### src/rtl/tvth_switch_ctrl.sv
`default_nettype none
// +-------------------------------------------------------------------------+
// | tvth_switch_ctrl                                                        |
// | TV/TH polarisation switch driven by the synchronised DDS sweep trigger. |
// | Revision: 1.0                                                           |
// +-------------------------------------------------------------------------+
module tvth_switch_ctrl #(
   parameter int BBM_CYCLES   = 2,
   parameter int GUARD_CYCLES = 8,
   parameter int SYNC_STAGES  = 2
) (
   input  logic        clk,
   input  logic        rst,
   input  logic        trig_in,
   input  logic [1:0]  mode,
   output logic        tv,
   output logic        th,
   output logic        trig_out,
   output logic        busy,
   output logic        overrun,
   output logic [15:0] sw_cnt
);

   typedef enum logic [1:0] {
      ST_IDLE   = 2'd0,
      ST_BREAK  = 2'd1,
      ST_SETTLE = 2'd2
   } state_t;

   localparam logic [7:0] C_BBM_LOAD   = 8'(BBM_CYCLES - 1);
   localparam logic [7:0] C_GUARD_LOAD = (GUARD_CYCLES == 0) ? 8'd0 : 8'(GUARD_CYCLES - 1);
   localparam bit         C_NO_GUARD   = (GUARD_CYCLES == 0);

   state_t                 r_state;
   logic [7:0]             r_cnt;
   logic                   r_pol;
   logic                   r_pol_next;
   logic [SYNC_STAGES-1:0] r_sync;

   logic w_s;
   logic w_fe;
   logic w_alt;
   logic w_inc;

   assign w_s   = r_sync[SYNC_STAGES-1];
   assign w_fe  = trig_out & ~w_s;
   assign w_alt = (mode == 2'b11);

   // A switch completes when the last phase counter expires in alternating mode.
   assign w_inc = w_alt && (r_cnt == 8'd0) &&
                  ((r_state == ST_SETTLE) || ((r_state == ST_BREAK) && C_NO_GUARD));

   always_ff @(posedge clk) begin
      if (rst) begin
         r_sync   <= '0;
         trig_out <= 1'b0;
      end else begin
         r_sync   <= {r_sync[SYNC_STAGES-2:0], trig_in};
         trig_out <= w_s;
      end
   end

   always_ff @(posedge clk) begin
      if (rst) begin
         r_state    <= ST_IDLE;
         r_cnt      <= 8'd0;
         r_pol      <= 1'b0;
         r_pol_next <= 1'b0;
         tv         <= 1'b1;
         th         <= 1'b0;
         busy       <= 1'b0;
         overrun    <= 1'b0;
      end else begin
         overrun <= 1'b0;
         if (!w_alt) begin
            r_state <= ST_IDLE;
            r_cnt   <= 8'd0;
            r_pol   <= 1'b0;
            tv      <= 1'b1;
            th      <= 1'b0;
            busy    <= 1'b0;
         end else begin
            case (r_state)
               ST_IDLE: begin
                  if (w_fe) begin
                     r_state    <= ST_BREAK;
                     r_cnt      <= C_BBM_LOAD;
                     r_pol_next <= ~r_pol;
                     tv         <= 1'b0;
                     th         <= 1'b0;
                     busy       <= 1'b1;
                  end
               end
               ST_BREAK: begin
                  overrun <= w_fe;
                  if (r_cnt == 8'd0) begin
                     tv <= ~r_pol_next;
                     th <= r_pol_next;
                     if (C_NO_GUARD) begin
                        r_state <= ST_IDLE;
                        r_pol   <= r_pol_next;
                        busy    <= 1'b0;
                     end else begin
                        r_state <= ST_SETTLE;
                        r_cnt   <= C_GUARD_LOAD;
                     end
                  end else begin
                     r_cnt <= r_cnt - 8'd1;
                  end
               end
               ST_SETTLE: begin
                  overrun <= w_fe;
                  if (r_cnt == 8'd0) begin
                     r_state <= ST_IDLE;
                     r_pol   <= r_pol_next;
                     busy    <= 1'b0;
                  end else begin
                     r_cnt <= r_cnt - 8'd1;
                  end
               end
               default: begin
                  r_state <= ST_IDLE;
                  busy    <= 1'b0;
               end
            endcase
         end
      end
   end

   always_ff @(posedge clk) begin
      if (rst) begin
         sw_cnt <= 16'd0;
      end else begin
         sw_cnt <= sw_cnt + {15'd0, w_inc};
      end
   end

endmodule
`default_nettype wire

### config.mk
export PLATFORM = sky130hd
export DESIGN_NAME = tvth_switch_ctrl
export DESIGN_NICKNAME = d
export VERILOG_FILES = /design/src/rtl/tvth_switch_ctrl.sv
export SDC_FILE = /design/constraint.sdc
export NUM_CORES = 1
export LEC_CHECK = 0
export ABC_AREA = 1
export CAP_MARGIN = 20
export CORE_ASPECT_RATIO = 1.1
export CORE_MARGIN = 2
export CORE_UTILIZATION = 30
export DETAILED_ROUTE_END_ITERATION = 16
export GPL_TIMING_DRIVEN = 0
export SETUP_SLACK_MARGIN = 0.2
export SYNTH_ARGS = -nofsm -noshare
export SYNTH_HDL_FRONTEND = slang
export SYNTH_SLANG_ARGS = --single-unit
### constraint.sdc
create_clock -name clk -period 2.1 [get_ports clk]
set_input_delay 0.525 -clock clk [delete_from_list [all_inputs] [get_ports clk]]
set_output_delay 0.525 -clock clk [all_outputs]
set_load 0.01 [all_outputs]
==> results by group <==
Placed design
  • Setup Slack @ Placement: -296 ps
  • PortBufs: 25
  • Placer Congestion: 0.801
  • Final HPWL DP: 3040 um

Route
  • Routed Antenna Nets: 0
  • Total Routed Length: 4220 um
  • Vias after detailed routing: 1731
  • Starting DRT DRC Count: 44
  • Drt first pass iters: 4
  • Vias per cell: 4.54
  • Routed len/inst: 11.1 um
  • DRC violations left: 0

STA
  • Final worst slack: 87.3 ps
  • RSZ-0062 raised after global routing: true
  • Final setup fails: 0
  • Fin crit share: 95.8%
  • Final setup TNS: 0 ps
  • Achievable Freq: 0.497 GHz
  • Worst slew pin tran: 489 ps
  • Slew headroom: 67.4%
  • Fin. max-slew vios: 0
  • Setup Skew: 4.86 ps
  • Fin crit period: 2010 ps
  • Final hold violation count: 0

Clocking
  • CTS Buffer Depth: 2
  • CTS tree: yes
  • Clock network latency to the later pin of the worst-skew pair: 290 ps
  • Clock Sinks: 35
  • H-tree level count: 2
  • Number of buffers created by CTS: 5
  • CTS clk-pin slew, worst paths: 70 ps
  • Root Driver: clkbuf_8

Floorplan
  • Initial Util: 31.4%
  • Core footprint: 5810 um2
  • Standard-cell rows: 29
  • Die Width: 78.3 um
  • Die Y-Extent: 85.7 um
  • Die ar.: 6710 um2
  • Io pins: 26

Synthesis
  • Ys Warns: 0
  • Mapped Area: 1820 um2
  • Post-synth top area share: 38.5%
  • Commonest cells post-synth: nand2_1, nor2_1, dfxtp_1
  • Syn Inst Count: 261
  • Syn_nets: 274
  • Netlist cell types: 30
  • FFs w/ async S/R, synth: 0%
  • Synthesized area per cell: 6.98 um2
  • EDFF count, synth: 0
  • Top cell type by total area after synthesis: dfxtp_1
  • Synth Register Bits: 35
  • Seq/Total Area, Yosys: 38.5%
  • Dominant synthesized flop cell: dfxtp_1
  • Top cells by area, synth: dfxtp_1, nand2_1, nor2_1, inv_1, ha_1

GRT
  • Global route overflow: 0
  • Vias in the first global route: 1687
  • First-pass GRT wire length: 7350 um
  • Largest net degree at the start of global routing: 12
  • GRT Overall Usage: 13.7%
  • Initial antenna violation count: 0

Pwr
  • Leak Pwr: 0.965 nW
  • Worst VDD drop: 0.356 mV
  • Power per cell area: 515 nW/um2

Job
  • Max-capacitance violation count: 0

Worst setup path
  • Worst-path maximum fanout: 4
  • Worst Setup Path Type: reg -> reg
  • Crit end category: flip-flop
  • Startpoint Class: flip-flop
  • CP arrival: 2200 ps
  • CP required: 2290 ps

Final layout
  • Fraction of layout cells with a size suffix above 1: 21.4%
  • Fin nets: 316
  • P&R area growth vs syn: 37.3%
  • # diodes: 0
  • Fillers: 616

Min path
  • HP Class: reg -> reg

Status
  • Status: finished, final reports clean
-- metal layers --
metal | GRT usage [%] | wire (um) | vias up
li1 | - | - | 917
met5 | 0 | 0 | -
met4 | 4.78 | 44 | 0
met2 | 24.6 | 2100 | 24
met1 | 16.0 | 1950 | 785
met3 | 3.37 | 124 | 5
-- flip-flops by register name, indices dropped and copies added (netlist names) --
name	flops
tv	1
r_sync	2
r_cnt	8
th	1
overrun	1
r_pol	1
trig_out	1
r_state	2
r_pol_next	1
busy	1
sw_cnt	16
-- per-stage QoR --
stage          utilization, %  hold slack (ps)  cells  cell area, um2  total power [mW]
6_report                 43.1              405    381            2500              1.29
5_1_grt                  43.1              431    381            2500              1.35
4_1_cts                  42.1              409    379            2440              1.31
3_5_place_dp             38.3              398    363            2230             0.749
3_3_place_gp             38.3              393    363            2230             0.748
2_1_floorplan               -              388    261            1880             0.727
-- worst max-delay path, stage by stage (launching register included) --
cell and delay (ps):
dfxtp_2 330, inv_2 70, ha_4 130, inv_2 40, nor2_4 90, nand3_4 90, buf_8 130, nor2_4 100
ha_4 160, ha_4 140, nand2_4 60, nor2_4 110, nand2_4 80, nor2_4 160, nand2_1 60, o21ai_1 110
nor2_1 50
-- what timing repair did --
item | in CTS | in global routing
setup endpoints to repair | 12 | 13
gates cloned | 0 | 0
hold endpoints to repair | 0 | 0
buffers inserted | 8 | 2
pin swaps | 9 | 5
gates resized for setup | 13 | 12
hold buffers | 0 | 0
-- cell usage in the layout (no fill, tap or decap), types with 2 or more instances in the layout --
master           synthesis  layout
nand3_1                 15      13
nor2_1                  47      42
nor2_4                   3      10
a21oi_1                 15      15
o21ai_0                  9       7
clkbuf_8                 0       7
xnor2_1                  2       2
nand2_4                  0       2
inv_1                   34      29
nor2_2                   8       6
o21ai_1                  5       7
ha_4                     0       4
nand2_1                 47      45
a31oi_1                  2       2
dfxtp_2                  0       6
clkbuf_1                 2       2
buf_4                    1      11
nand4_1                  9       9
dfxtp_1                 35      29
ha_1                     8       4
nand3_2                  1       2
nor3_1                   3       2
clkdlybuf4s50_1          0      25
inv_2                    3       8
nand3_4                  1       2
-- logic make-up (layout without fill, tap and decap cells) --
group | after synthesis | count (layout) | synth area share, %
DFF | 35 | 35 | 38.5
and+or+nand+nor | 137 | 137 | 34.6
buffers and inverters | 43 | 86 | 9.55
xor gates and xnor gates | 4 | 4 | 1.92
adders and majority gates | 8 | 8 | 5.50
AOI/OAI and AO/OA | 34 | 34 | 9.97
-- power breakdown --
group          total [mW]  switching, mW  leakage [nW]  internal [mW]
clock               0.553          0.255        0.0505          0.298
sequential          0.670        0.00262         0.286          0.667
combinational      0.0651         0.0399         0.629         0.0251
total                1.29          0.297         0.965          0.991
-- cell type report --
cell class	instances	area, um2	share of cell area (%)
Clock inverter	1	7.51	0.300
Inverter	38	143	5.71
Buffer	5	35.0	1.40
Timing Repair Buffer	35	325	13.0
Tap cell	77	96.3	3.85
Clock buffer	7	96.3	3.85
Multi-Input combinational cell	183	1090	43.5
Sequential cell	35	708	28.3
-- path summary, 6_finish.rpt --
kind | end | slack [ps] | cells after the start | from
worst max register to register | sw_cnt[12] | 90 | 16 | r_cnt[0]
worst min-delay path | r_sync[1] | 410 | 2 | r_sync[0]
worst min register to register | r_sync[1] | 410 | 2 | r_sync[0]
worst max-delay path | sw_cnt[12] | 90 | 16 | r_cnt[0]
Power figures use the tool's default switching activity.
==> RTL edit 1: new RTL, same flow settings <==
The 3 states of `state_t` get a one-hot encoding in 3 bits.
--- a/src/rtl/tvth_switch_ctrl.sv
+++ b/src/rtl/tvth_switch_ctrl.sv
@@ -22,8 +22,8 @@
 );
 
-   typedef enum logic [1:0] {
-      ST_IDLE   = 2'd0,
-      ST_BREAK  = 2'd1,
-      ST_SETTLE = 2'd2
+   typedef enum logic [2:0] {
+      ST_IDLE   = 3'b001,
+      ST_BREAK  = 3'b010,
+      ST_SETTLE = 3'b100
    } state_t;
 
Function: same outputs for any inputs over 10 cycles, from zero or initial values and one cycle with rst high; not proved beyond that.
==> RTL edit 1 against the unedited design <==
- clock power increased by 11%
- routed wire length down 4.0%
- cell area up 0.45%
- critical path type unchanged
- total power up 8.2%
- worst setup slack better by 34 ps
- area after synthesis down 3.4%
- fmax up 1.7%
- sequential cell count grew 1
==> RTL edit 1: results (changes against the unedited design) <==
Final layout
  • Non-clock inverters: 40 (was 38)
  • Buffering overhead: 16.7% (was 14.4%)
  • Filler Cell Count: 603 (was 616)
  • Biggest regs: sw_cnt (16), r_cnt (8), r_state (3) (was sw_cnt (16), r_cnt (8))
  • Num sequential: 36 (was 35)
  • Nets: 313 (was 316)
  • Top class by area: multi-input combinational cells (unchanged)
  • Layout cells sized above 1: 24.8% (was 21.4%)
  • Clock-cell share: 4.43% (was 4.15%)
  • Final Cell Area: 2510 um2 (was 2500 um2)
  • Sequential cell area share: 28.9% (was 28.3%)
  • Final cell count without fillers: 383 (was 381)
  • Comb_multi_in: 175 (was 183)
  • Signal buffers: 47 (was 40)

Synth
  • Sequential area share after synthesis: 41.0% (was 38.5%)
  • Cell area after synthesis: 1760 um2 (was 1820 um2)
  • Synth warnings: 0 (unchanged)
  • Syn nets: 262 (was 274)
  • Largest cells by area after synthesis: dfxtp_1, nand2_1, nor2_1 (unchanged)
  • Commonest cells post-synth: nand2_1, nor2_1, inv_1 (was nand2_1, nor2_1, dfxtp_1)
  • Average size of a mapped cell: 6.92 um2 (was 6.98 um2)

Pwr
  • Final Power: 1.39 mW (was 1.29 mW)
  • Clk network pwr share: 44.2% (was 42.9%)
  • Sw Share: 22.9% (was 23.1%)
  • Worst vdd rail ir drop: 290 uV (was 356 uV)
  • Comb power frac: 6.2% (was 5.1%)
  • Static Leakage: 1.00 nW (was 0.965 nW)

Critical path
  • Worst reg2reg setup slack: 120 ps (was 90 ps)
  • Worst EP arrival: 2140 ps (was 2200 ps)
  • Critical Path End: sw_cnt[6] (was sw_cnt[12])
  • CP Max Fanout: 3 (was 4)
  • R2R Path Start: r_cnt[0] (unchanged)

Routing
  • Drt wl/cell: 10.6 um (was 11.1 um)
  • M1 WL: 1800 um (was 1950 um)
  • Top Layer Used: met4 (unchanged)
  • Metal3 WL: 135 um (was 124 um)
  • Vias/cell: 4.46 (was 4.54)
  • Routed length on met2: 2040 um (was 2100 um)

CTS
  • Resized Gates After CTS: 8 (was 13)
  • Postcts setup bufs: 12 (was 8)

STA
  • Worst setup margin: 121 ps (was 87.3 ps)
  • Rel. slew slack: 68.1% (was 67.4%)
  • Clock Skews: 8.76 ps (was 4.86 ps)
  • Hold_ws: 411 ps (was 405 ps)

Placement
  • Placed Area: 2140 um2 (was 2230 um2)
  • GP Congestion: 0.792 (was 0.801)
  • DP Worst Slack: -356 ps (was -296 ps)
  • Dpl cells: 355 (was 363)
  • Hpwl dp: 2830 um (was 3040 um)
  • IO Port Bufs: 24 (was 25)

Global routing
  • GR met3 Demand/Resource: 2.69% (was 3.37%)
  • Vias in the first global route: 1565 (was 1687)
  • Global Route met1 Usage: 16.1% (was 16.0%)
  • First-pass GRT wire length: 6870 um (was 7350 um)
  • Gr usage total: 13.0% (was 13.7%)

Status
  • Status: finished clean (unchanged)

Worst hold path
  • HP Start: r_sync[0] (unchanged)
## RTL edit 1: cell count changes after synthesis, moves of 3 or more
cell | before | now
nand4_1 | 9 | 12
o21ai_1 | 5 | 1
nand2_1 | 47 | 57
or2_0 | 0 | 3
o21ai_0 | 9 | 6
ha_1 | 8 | 3
nor2_2 | 8 | 4
nand3_1 | 15 | 11
nor2_1 | 47 | 38
nand2_2 | 1 | 6
inv_1 | 34 | 37
## RTL edit 1: cells by family (layout without fill, tap and decap cells)
group           count (synthesis)  in the layout  synth area share (%)
xor+xnor                        2              2                 0.997
simple gates                  141            141                  36.9
compound gates                 29             29                  9.25
fa+ha+maj                       3              3                  2.14
flops                          36             36                  41.0
buf+inv                        43             95                  9.68
## RTL edit 1: worst min-delay path, cell delays in order (launching register included)
cell and delay [ps]:
dfxtp_1 300, inv_1 40, nor2_1 30
==> RTL edit 2: new RTL, config.mk and constraints unchanged <==
Without the edit above. The parameter `GUARD_CYCLES` goes from 8 to 4.
--- a/src/rtl/tvth_switch_ctrl.sv
+++ b/src/rtl/tvth_switch_ctrl.sv
@@ -7,5 +7,5 @@
 module tvth_switch_ctrl #(
    parameter int BBM_CYCLES   = 2,
-   parameter int GUARD_CYCLES = 8,
+   parameter int GUARD_CYCLES = 4,
    parameter int SYNC_STAGES  = 2
 ) (
Formal check against the unedited RTL: no difference found for any inputs over 10 cycles, from zero or initial values and one cycle with rst high; that may be too few to reach the edited logic, so the function may still have changed.
==> RTL edit 2 against the unedited design <==
- die area up 2.8%
- clock power up 11%
- sequential cell count unchanged
- cell area up 3.7%
- area after synthesis up 3.0%
- non-clock buffer count up 8
- routed wire length up 4.7%
- worst setup slack better by 33 ps
- first-iteration DRC count up 30%
- sequential power about the same
- total power up 5.5%
- largest power group unchanged
==> RTL edit 2: results (changes against the unedited design) <==
Final layout
  • Filler Cell Count: 611 (was 616)
  • Clock-cell share: 4.35% (was 4.15%)
  • Area delta synth->final: 38.3% (was 37.3%)
  • Nets: 329 (was 316)
  • Non-clock inverters: 44 (was 38)
  • Comb_multi_in: 182 (was 183)
  • Area occupied by multi-input gates: 1080 um2 (was 1090 um2)
  • Sequential cell area share: 27.3% (was 28.3%)
  • Buffering overhead: 16.3% (was 14.4%)
  • Signal buffers: 48 (was 40)
  • Layout cells sized above 1: 22.4% (was 21.4%)

Critical path
  • CP max stage cell: dfxtp_2 (unchanged)
  • CP startpoint: r_cnt[1] (was r_cnt[0])
  • Cells on worst reg2reg path: 16 (unchanged)
  • Worst EP arrival: 2170 ps (was 2200 ps)
  • CP Max Fanout: 3 (was 4)

Routing
  • Final WL: 4420 um (was 4220 um)
  • Vias/cell: 4.58 (was 4.54)
  • Iter 0 DRT Violations: 57 (was 44)

Synth
  • Commonest cells post-synth: nand2_1, inv_1, nor2_1 (was nand2_1, nor2_1, dfxtp_1)
  • Sequential area share after synthesis: 37.4% (was 38.5%)
  • Syn nets: 280 (was 274)
  • Largest cells by area after synthesis: dfxtp_1, nand2_1, inv_1 (was dfxtp_1, nand2_1, nor2_1)
  • Cells after synthesis: 267 (was 261)
  • Post-Synth Adder-Cell Area: 5.34% (was 5.50%)
  • Yosys cell types: 27 (was 30)
  • Compound-gate portion of the synthesized area: 9.48% (was 9.97%)

Placement
  • Hpwl dp: 3150 um (was 3040 um)
  • GP Congestion: 0.833 (was 0.801)
  • DP Worst Slack: -387 ps (was -296 ps)
  • Dpl cells: 371 (was 363)
  • Placed Area: 2270 um2 (was 2230 um2)
  • IO Port Bufs: 24 (was 25)

Status
  • Status: finished clean (unchanged)

CTS
  • CTS sink count: 35 (unchanged)
  • Postcts setup bufs: 10 (was 8)
  • Resized Gates After CTS: 18 (was 13)
  • Clock latency on the worst-skew pair: 300 ps

STA
  • Clock Skews: 10.5 ps (was 4.86 ps)
  • Rel. slew slack: 72.7% (was 67.4%)

Global routing
  • Largest net degree at the start of global routing: 13 (was 12)
  • Gr usage total: 14.0% (was 13.7%)
  • First-pass GRT wire length: 7580 um (was 7350 um)

Pwr
  • Comb pwr: 0.0742 mW (was 0.0651 mW)
  • Net Sw Power: 0.310 mW (was 0.297 mW)
  • Clock group: 0.616 mW (was 0.553 mW)
  • Static Leakage: 0.990 nW (was 0.965 nW)
  • Worst vdd rail ir drop: 330 uV (was 356 uV)
  • Power Density: 524 nW/um2 (was 515 nW/um2)

Die
  • Die width: 79.4 um (was 78.3 um)
## RTL edit 2: cell types whose count changed after synthesis, moves of 2 or more
cell	delta
nor3_1	+4
nand4_1	+2
nand2_1	+2
inv_2	-3
o21ai_1	-5
inv_1	+9
nor2_1	-6
nand3_1	+2
xnor2_1	-2
nand3_2	+3
o21ai_0	+3
nor2_2	-6
## RTL edit 2: routing by layer
layer / vias up / global-route usage [%] / share of wire [%] / routed length, um
met5: - / 0 / 0 / 0
met4: 0 / 6.90 / 3.1 / 138
met3: 14 / 3.53 / 3.5 / 154
met2: 33 / 25.5 / 51 / 2240
met1: 821 / 15.1 / 43 / 1890
li1: 951 / - / - / -
## RTL edit 2: critical path: cells and delay by family, from the launching register on
kind            cells  cell delay, ps
buf+inv             3             240
flops               1             330
compound gates      1             130
simple gates        9             780
fa+ha+maj           3             420
## RTL edit 2: final timing paths
kind | endpoint | slack (ps)
max | sw_cnt[12] | 120
min | r_sync[1] | 400
max reg2reg | sw_cnt[12] | 120
min reg2reg | r_sync[1] | 400
